File: config.mk
export PLATFORM = sky130hd
export DESIGN_NAME = mul_controller_flat
export DESIGN_NICKNAME = d
export VERILOG_FILES = /design/src/rtl/mul_pkg.sv /design/src/rtl/mul_controller_if.sv /design/src/rtl/mul_operand_latch.sv /design/src/rtl/mul_controller.sv /design/src/flat_wrapper.sv
export SDC_FILE = /design/constraint.sdc
export NUM_CORES = 1
export LEC_CHECK = 0
export CORE_MARGIN = 5
export CORE_UTILIZATION = 48
export CTS_CLUSTER_SIZE = 25
export DETAILED_ROUTE_END_ITERATION = 8
export PLACE_DENSITY = 0.93
export SKIP_LAST_GASP = 1
export SYNTH_ARGS = -nofsm -noshare
export SYNTH_HDL_FRONTEND = slang
export SYNTH_SLANG_ARGS = --single-unit
File: constraint.sdc
create_clock -name clk -period 2.8 [get_ports clk]
set_input_delay 0.84 -clock clk [delete_from_list [all_inputs] [get_ports clk]]
set_output_delay 0.84 -clock clk [all_outputs]
set_load 0.01 [all_outputs]
File: src/rtl/mul_pkg.sv
// Shared types and constants for the repeated-addition multiplier controller.
// Combinational only: no latency and no backpressure.
package mul_pkg;

  localparam int WIDTH   = 16;
  localparam int STATE_W = 3;

  typedef enum logic [STATE_W-1:0] {
    S_IDLE   = 3'd0,
    S_LOAD_A = 3'd1,
    S_LOAD_B = 3'd2,
    S_ADD    = 3'd3,
    S_DONE   = 3'd4
  } state_e;

endpackage

File: src/rtl/mul_controller_if.sv
// Request, operand and datapath strobe bundle between a requester/datapath (master) and the controller (slave).
// Wires only: no latency; start is not queued while the controller is busy.
interface mul_controller_if #(
  parameter int WIDTH = mul_pkg::WIDTH
);

  logic             start;
  logic             abort;
  logic [WIDTH-1:0] a_in;
  logic [WIDTH-1:0] b_in;
  logic             eqz;
  logic [WIDTH-1:0] bus_out;
  logic             ld_a;
  logic             ld_b;
  logic             ld_p;
  logic             clr_p;
  logic             dec_b;
  logic             busy;
  logic             done;

  modport master (
    output start, abort, a_in, b_in, eqz,
    input  bus_out, ld_a, ld_b, ld_p, clr_p, dec_b, busy, done
  );

  modport slave (
    input  start, abort, a_in, b_in, eqz,
    output bus_out, ld_a, ld_b, ld_p, clr_p, dec_b, busy, done
  );

endinterface

File: src/rtl/mul_operand_latch.sv
// Operand capture registers and the state-selected operand bus mux.
// Capture takes one edge; bus_out is combinational from state; no backpressure.
module mul_operand_latch
  import mul_pkg::*;
#(
  parameter int WIDTH = mul_pkg::WIDTH
) (
  input  logic             clk,
  input  logic             rst_n,
  input  logic             capture,
  input  logic [WIDTH-1:0] a_in,
  input  logic [WIDTH-1:0] b_in,
  input  state_e           state,
  output logic [WIDTH-1:0] bus_out
);

  logic [WIDTH-1:0] op_a;
  logic [WIDTH-1:0] op_b;

  always_ff @(posedge clk or negedge rst_n) begin
    if (!rst_n) begin
      op_a <= '0;
      op_b <= '0;
    end else if (capture) begin
      op_a <= a_in;
      op_b <= b_in;
    end
  end

  always_comb begin
    bus_out = '0;
    case (state)
      S_LOAD_A: bus_out = op_a;
      S_LOAD_B: bus_out = op_b;
      default:  bus_out = '0;
    endcase
  end

endmodule

File: src/rtl/mul_controller.sv
// Repeated-addition multiplier sequencer: load A, load B, add/decrement until eqz, then pulse done.
// DONE is entered B+3 edges after start accept; start is ignored (not queued) while busy.
module mul_controller
  import mul_pkg::*;
#(
  parameter int WIDTH = mul_pkg::WIDTH
) (
  input  logic            clk,
  input  logic            rst_n,
  mul_controller_if.slave ctl
);

  state_e state;
  state_e state_nxt;
  logic   accept;
  logic   ld_a;
  logic   ld_b;
  logic   ld_p;
  logic   clr_p;
  logic   dec_b;
  logic   busy;
  logic   done;

  always_ff @(posedge clk or negedge rst_n) begin
    if (!rst_n) state <= S_IDLE;
    else        state <= state_nxt;
  end

  // Outputs are decoded from state alone; only the ADD strobes look at eqz.
  always_comb begin
    state_nxt = S_IDLE;
    accept    = 1'b0;
    ld_a      = 1'b0;
    ld_b      = 1'b0;
    ld_p      = 1'b0;
    clr_p     = 1'b0;
    dec_b     = 1'b0;
    busy      = 1'b0;
    done      = 1'b0;
    case (state)
      S_IDLE: begin
        if (ctl.start && !ctl.abort) begin
          accept    = 1'b1;
          state_nxt = S_LOAD_A;
        end
      end
      S_LOAD_A: begin
        ld_a      = 1'b1;
        busy      = 1'b1;
        state_nxt = ctl.abort ? S_IDLE : S_LOAD_B;
      end
      S_LOAD_B: begin
        ld_b      = 1'b1;
        clr_p     = 1'b1;
        busy      = 1'b1;
        state_nxt = ctl.abort ? S_IDLE : S_ADD;
      end
      S_ADD: begin
        busy  = 1'b1;
        ld_p  = !ctl.eqz;
        dec_b = !ctl.eqz;
        if (ctl.abort)    state_nxt = S_IDLE;
        else if (ctl.eqz) state_nxt = S_DONE;
        else              state_nxt = S_ADD;
      end
      S_DONE: begin
        done      = 1'b1;
        busy      = 1'b1;
        state_nxt = S_IDLE;
      end
      default: state_nxt = S_IDLE;
    endcase
  end

  mul_operand_latch #(
    .WIDTH (WIDTH)
  ) u_operand_latch (
    .clk     (clk),
    .rst_n   (rst_n),
    .capture (accept),
    .a_in    (ctl.a_in),
    .b_in    (ctl.b_in),
    .state   (state),
    .bus_out (ctl.bus_out)
  );

  assign ctl.ld_a  = ld_a;
  assign ctl.ld_b  = ld_b;
  assign ctl.ld_p  = ld_p;
  assign ctl.clr_p = clr_p;
  assign ctl.dec_b = dec_b;
  assign ctl.busy  = busy;
  assign ctl.done  = done;

endmodule

File: src/flat_wrapper.sv
// flat-port wrapper written by rule: the top's interface ports become plain ports
module mul_controller_flat import mul_pkg::*;
#(
  parameter int WIDTH = mul_pkg::WIDTH
)
  (clk, rst_n, ctl_start, ctl_abort, ctl_a_in, ctl_b_in, ctl_eqz, ctl_bus_out, ctl_ld_a, ctl_ld_b, ctl_ld_p, ctl_clr_p, ctl_dec_b, ctl_busy, ctl_done);
  mul_controller_if #(.WIDTH(WIDTH)) ctl_i ();
  input  logic clk;
  input  logic rst_n;
  input wire logic [$bits(ctl_i.start)-1:0] ctl_start;
  input wire logic [$bits(ctl_i.abort)-1:0] ctl_abort;
  input wire logic [$bits(ctl_i.a_in)-1:0] ctl_a_in;
  input wire logic [$bits(ctl_i.b_in)-1:0] ctl_b_in;
  input wire logic [$bits(ctl_i.eqz)-1:0] ctl_eqz;
  output wire logic [$bits(ctl_i.bus_out)-1:0] ctl_bus_out;
  output wire logic [$bits(ctl_i.ld_a)-1:0] ctl_ld_a;
  output wire logic [$bits(ctl_i.ld_b)-1:0] ctl_ld_b;
  output wire logic [$bits(ctl_i.ld_p)-1:0] ctl_ld_p;
  output wire logic [$bits(ctl_i.clr_p)-1:0] ctl_clr_p;
  output wire logic [$bits(ctl_i.dec_b)-1:0] ctl_dec_b;
  output wire logic [$bits(ctl_i.busy)-1:0] ctl_busy;
  output wire logic [$bits(ctl_i.done)-1:0] ctl_done;
  assign ctl_i.start = ctl_start;
  assign ctl_i.abort = ctl_abort;
  assign ctl_i.a_in = ctl_a_in;
  assign ctl_i.b_in = ctl_b_in;
  assign ctl_i.eqz = ctl_eqz;
  assign ctl_bus_out = ctl_i.bus_out;
  assign ctl_ld_a = ctl_i.ld_a;
  assign ctl_ld_b = ctl_i.ld_b;
  assign ctl_ld_p = ctl_i.ld_p;
  assign ctl_clr_p = ctl_i.clr_p;
  assign ctl_dec_b = ctl_i.dec_b;
  assign ctl_busy = ctl_i.busy;
  assign ctl_done = ctl_i.done;
  mul_controller #(.WIDTH(WIDTH)) u_core (.clk(clk), .rst_n(rst_n), .ctl(ctl_i));
endmodule
==> impl_summary.log <==
INFO  metric rsz0062_at_grt = yes
INFO  metric design.portCount = 60
INFO  metric synth-seq-cells = 35
INFO  metric worst_pin_slew = 0.570 ns
INFO  metric clock_transition_at_the_registers_of_the_reported_paths = around 0.11 ns
INFO  metric worst-path-max-fanout = 12
INFO  metric grt_max_degree = 36
INFO  metric worst_setup_slack_before_clock_tree_synthesis = -0.142 ns
INFO  metric finalMaxSlewViolations = 0
INFO  metric die_h = 69.2 um
INFO  metric crit_path_cell_trace = nor3b_4, buf_6, a22o_1, clkdlybuf4s50_1
INFO  metric worstSetupPathType = reg2out
INFO  metric pwr-share-comb = 30.1%
INFO  metric yosys-top-cells-count = dfrtp_1 (35), mux2_4 (20), mux2_2 (11), a22o_1 (9), a22o_2 (7)
INFO  metric dieArea = 4780 um^2
INFO  metric dr.first_iter.drc_count = 35
INFO  metric vdd_ir_drop_max = 0.434 mV
INFO  metric routed-via-count = around 1100
INFO  metric finalCritPeriodShare = 97.9%
INFO  metric synth.most_common_cell = dfrtp_1
INFO  metric synth-simple-area-share = 7.74%
INFO  metric timing.critical_path.arrival = 1.90 ns
INFO  metric worst_setup_path_end_kind = primary output
INFO  metric critPathSlowestCell = clkdlybuf4s50_1
INFO  metric final_layout_size_suffix_gt1_share = 37.1%
INFO  metric max-clock-path-buffers = 2
INFO  metric drtPass1Iterations = 4
INFO  metric routed_wl = 3.81 mm
INFO  metric p_per_area = around 630 nW/um^2
INFO  metric floorplan.rows = 21
INFO  metric synth_enable_flop_cells = 0
INFO  metric initial_utilization = 50.0%
INFO  metric clock_power_share = 23.8%
INFO  metric netlist_area = 1680 um^2
INFO  metric combinational_family_with_the_most_area_after_synthesis = multiplexers
INFO  metric tritoncts.num_buffers = 5
INFO  metric gpl.final_weighted_congestion = 0.774
INFO  metric io_buffers = 59
INFO  metric cellLeakagePower = 1.09 nW
INFO  metric grt_antenna_before_repair = 0
INFO  metric fraction_of_the_mapped_netlist_area_in_compound_gates = 9.16%
INFO  metric netlist_top_cells_area = dfrtp_1 (52%), mux2_4 (18%), mux2_2 (7.4%)
INFO  metric grt_usage = 16.8%
INFO  metric synth_cell_type_count = 20
INFO  metric grt_overflow = 0
INFO  metric largest_area_contributor_in_the_synthesized_netlist = dfrtp_1
INFO  metric synth.mux.area_fraction = between 20% and 30%
INFO  metric worstHoldPathType = reg2reg
INFO  metric post_drt_wl_per_cell = 17.2 um
INFO  metric cts_max_level = 2
INFO  metric synth-seq-area-share = a little over half
INFO  metric max_slew_headroom_at_the_worst_pin = 62.0%
INFO  metric setup_violations = 0
INFO  metric timing.fmax = 0.365 GHz
INFO  metric status = completed
INFO  metric timing.final.crit_period = approximately 2.7 ns
INFO  metric max-cap-violations = 0
INFO  metric core_region_area = 3360 um^2
INFO  metric synth-adder-area-share = 0%
INFO  metric synthArstFlopShare = 100%
INFO  metric post_synth.cell_area_avg = 15.7 um^2
INFO  metric yosysWarnings = 0
INFO  metric net_count_synth = 144
INFO  metric totalPowerFinal = 1.52 mW
INFO  metric fin_nets = 211
INFO  metric drt-vias-per-instance = 5.09
INFO  metric floorplan.die.width = 69.2 um
INFO  metric report.final.hold_viol_count = 0
INFO  metric wire_length_of_the_first_global_routing_pass = between 6 and 7 mm
INFO  metric sw_frac_of_total = around a quarter
INFO  metric clockRootBuffer = clkbuf_4
INFO  metric worst_ep_required_time = 1.96 ns
INFO  metric clock_sinks = 35
INFO  metric count_of_mapped_cells_out_of_synthesis = around 110
INFO  metric critical-path-top-delay-family = buffers and inverters
INFO  metric slowest_delay = 0.55 ns
INFO  metric dominantRegCellSynth = dfrtp_1
INFO  metric pwr-share-seq = 46.1%
INFO  metric detailedPlacementHpwl = 2.85 mm
INFO  metric clock_tree_from_tritoncts = yes
INFO  metric insertion_delay = 0.33 ns
INFO  metric start_kind = flop
INFO  metric clock_skew = 0.0126 ns
INFO  metric area_growth_from_synthesis_to_layout = 43.6%
INFO  metric routed_antenna_nets = 0
INFO  metric number_of_antenna_repair_diodes = 0
INFO  metric worst_slack = 0.0587 ns
INFO  metric grt_pass1_vias = between 1000 and 1500
INFO  metric post-synth-top-area-fraction = 52.1%
INFO  metric internal-power = 1.13 mW
INFO  metric drc = 0
INFO  metric switchingPower = 393 uW
INFO  metric holdBufCountCts = 0
INFO  metric xor_and_xnor_area_share_after_synthesis = 0.521%
INFO  metric crit_buf_inv = 2
## logic make-up after synthesis
logic type      Yosys count
xor+xnor                  1
buf+inv                   8
simple gates             14
mux                      32
compound gates           17
flops                    35
## sequential cells by signal (all words and copies together), names as in the netlist
register                     flops
u_core.state                     3
u_core.u_operand_latch.op_b     16
u_core.u_operand_latch.op_a     16
## worst reg2reg max path, stage by stage (launching register included)
cell	delay, ns
dfrtp_2	0.45
buf_4	0.16
nor2_4	0.16
nand3_4	0.45
mux2_1	0.54
## metal layers
| metal | GRT usage (%) | share of wire (%) | vias up |
|---|---|---|---|
| met5 | 0 | 0 | - |
| met4 | 6.51 | 1.4 | 0 |
| met3 | 5.81 | 5.8 | 6 |
| met2 | 30.8 | 57 | 30 |
| met1 | 17.3 | 36 | 564 |
| li1 | - | - | 524 |
## area by class of cell
cell class	instances	area (um^2)
timing repair buffer	68	666
clock inverter	3	43.8
clock buffer	5	37.5
tap	46	57.6
fill	250	951
multi-input combinational	64	728
sequential	35	880
## cell usage in the layout (no fill, tap or decap), types with 3 or more instances in the layout
cell and count:
a22o_1 9, a22o_2 7, buf_4 7, clkbuf_4 5, clkdlybuf4s50_1 56, dfrtp_1 32
dfrtp_2 3, mux2_2 11, mux2_4 20
## repair_timing
item                       in CTS  in global routing
setup buffers                   3                  0
setup endpoints to repair      18                  9
gates resized for setup         7                  1
## final timing paths
| kind | start | to | slack [ns] | cells after the start |
|---|---|---|---|---|
| max reg2reg | u_core.state[1] | u_core.u_operand_latch.op_a[11] | 0.94 | 4 |
| min in group asynchronous | rst_n | u_core.u_operand_latch.op_b[4] | 0.89 | 2 |
| min reg2reg | u_core.u_operand_latch.op_b[1] | u_core.u_operand_latch.op_b[1] | 0.52 | 1 |
| max | u_core.state[0] | ctl_bus_out[13] | 0.06 | 4 |
| max in group asynchronous | rst_n | u_core.state[1] | 1.57 | 2 |
| min | u_core.u_operand_latch.op_b[1] | u_core.u_operand_latch.op_b[1] | 0.52 | 1 |
## through the flow
stage	hold WS, ns	cell area, um^2	std cells	util, %	TNS (ns)
global route	0.545	2410	221	71.7	-0.121
floorplan	0.465	1680	107	-	0
detailed placement	0.496	2300	210	68.3	-0.280
global placement	0.474	2300	210	68.3	-0.166
finish	0.519	2410	221	71.7	0
CTS	0.522	2410	221	71.7	0
## power by group through the flow
stage / logic (mW) / clock network [mW] / registers [mW]
6_report: 0.457 / 0.361 / 0.700
3_3_place_gp: 0.435 / 0 / 0.700
3_5_place_dp: 0.452 / 0 / 0.713
4_1_cts: 0.465 / 0.373 / 0.700
5_1_grt: 0.487 / 0.393 / 0.717
2_1_floorplan: 0.275 / 0 / 0.687
No activity file was read; power rests on OpenSTA's default activity.
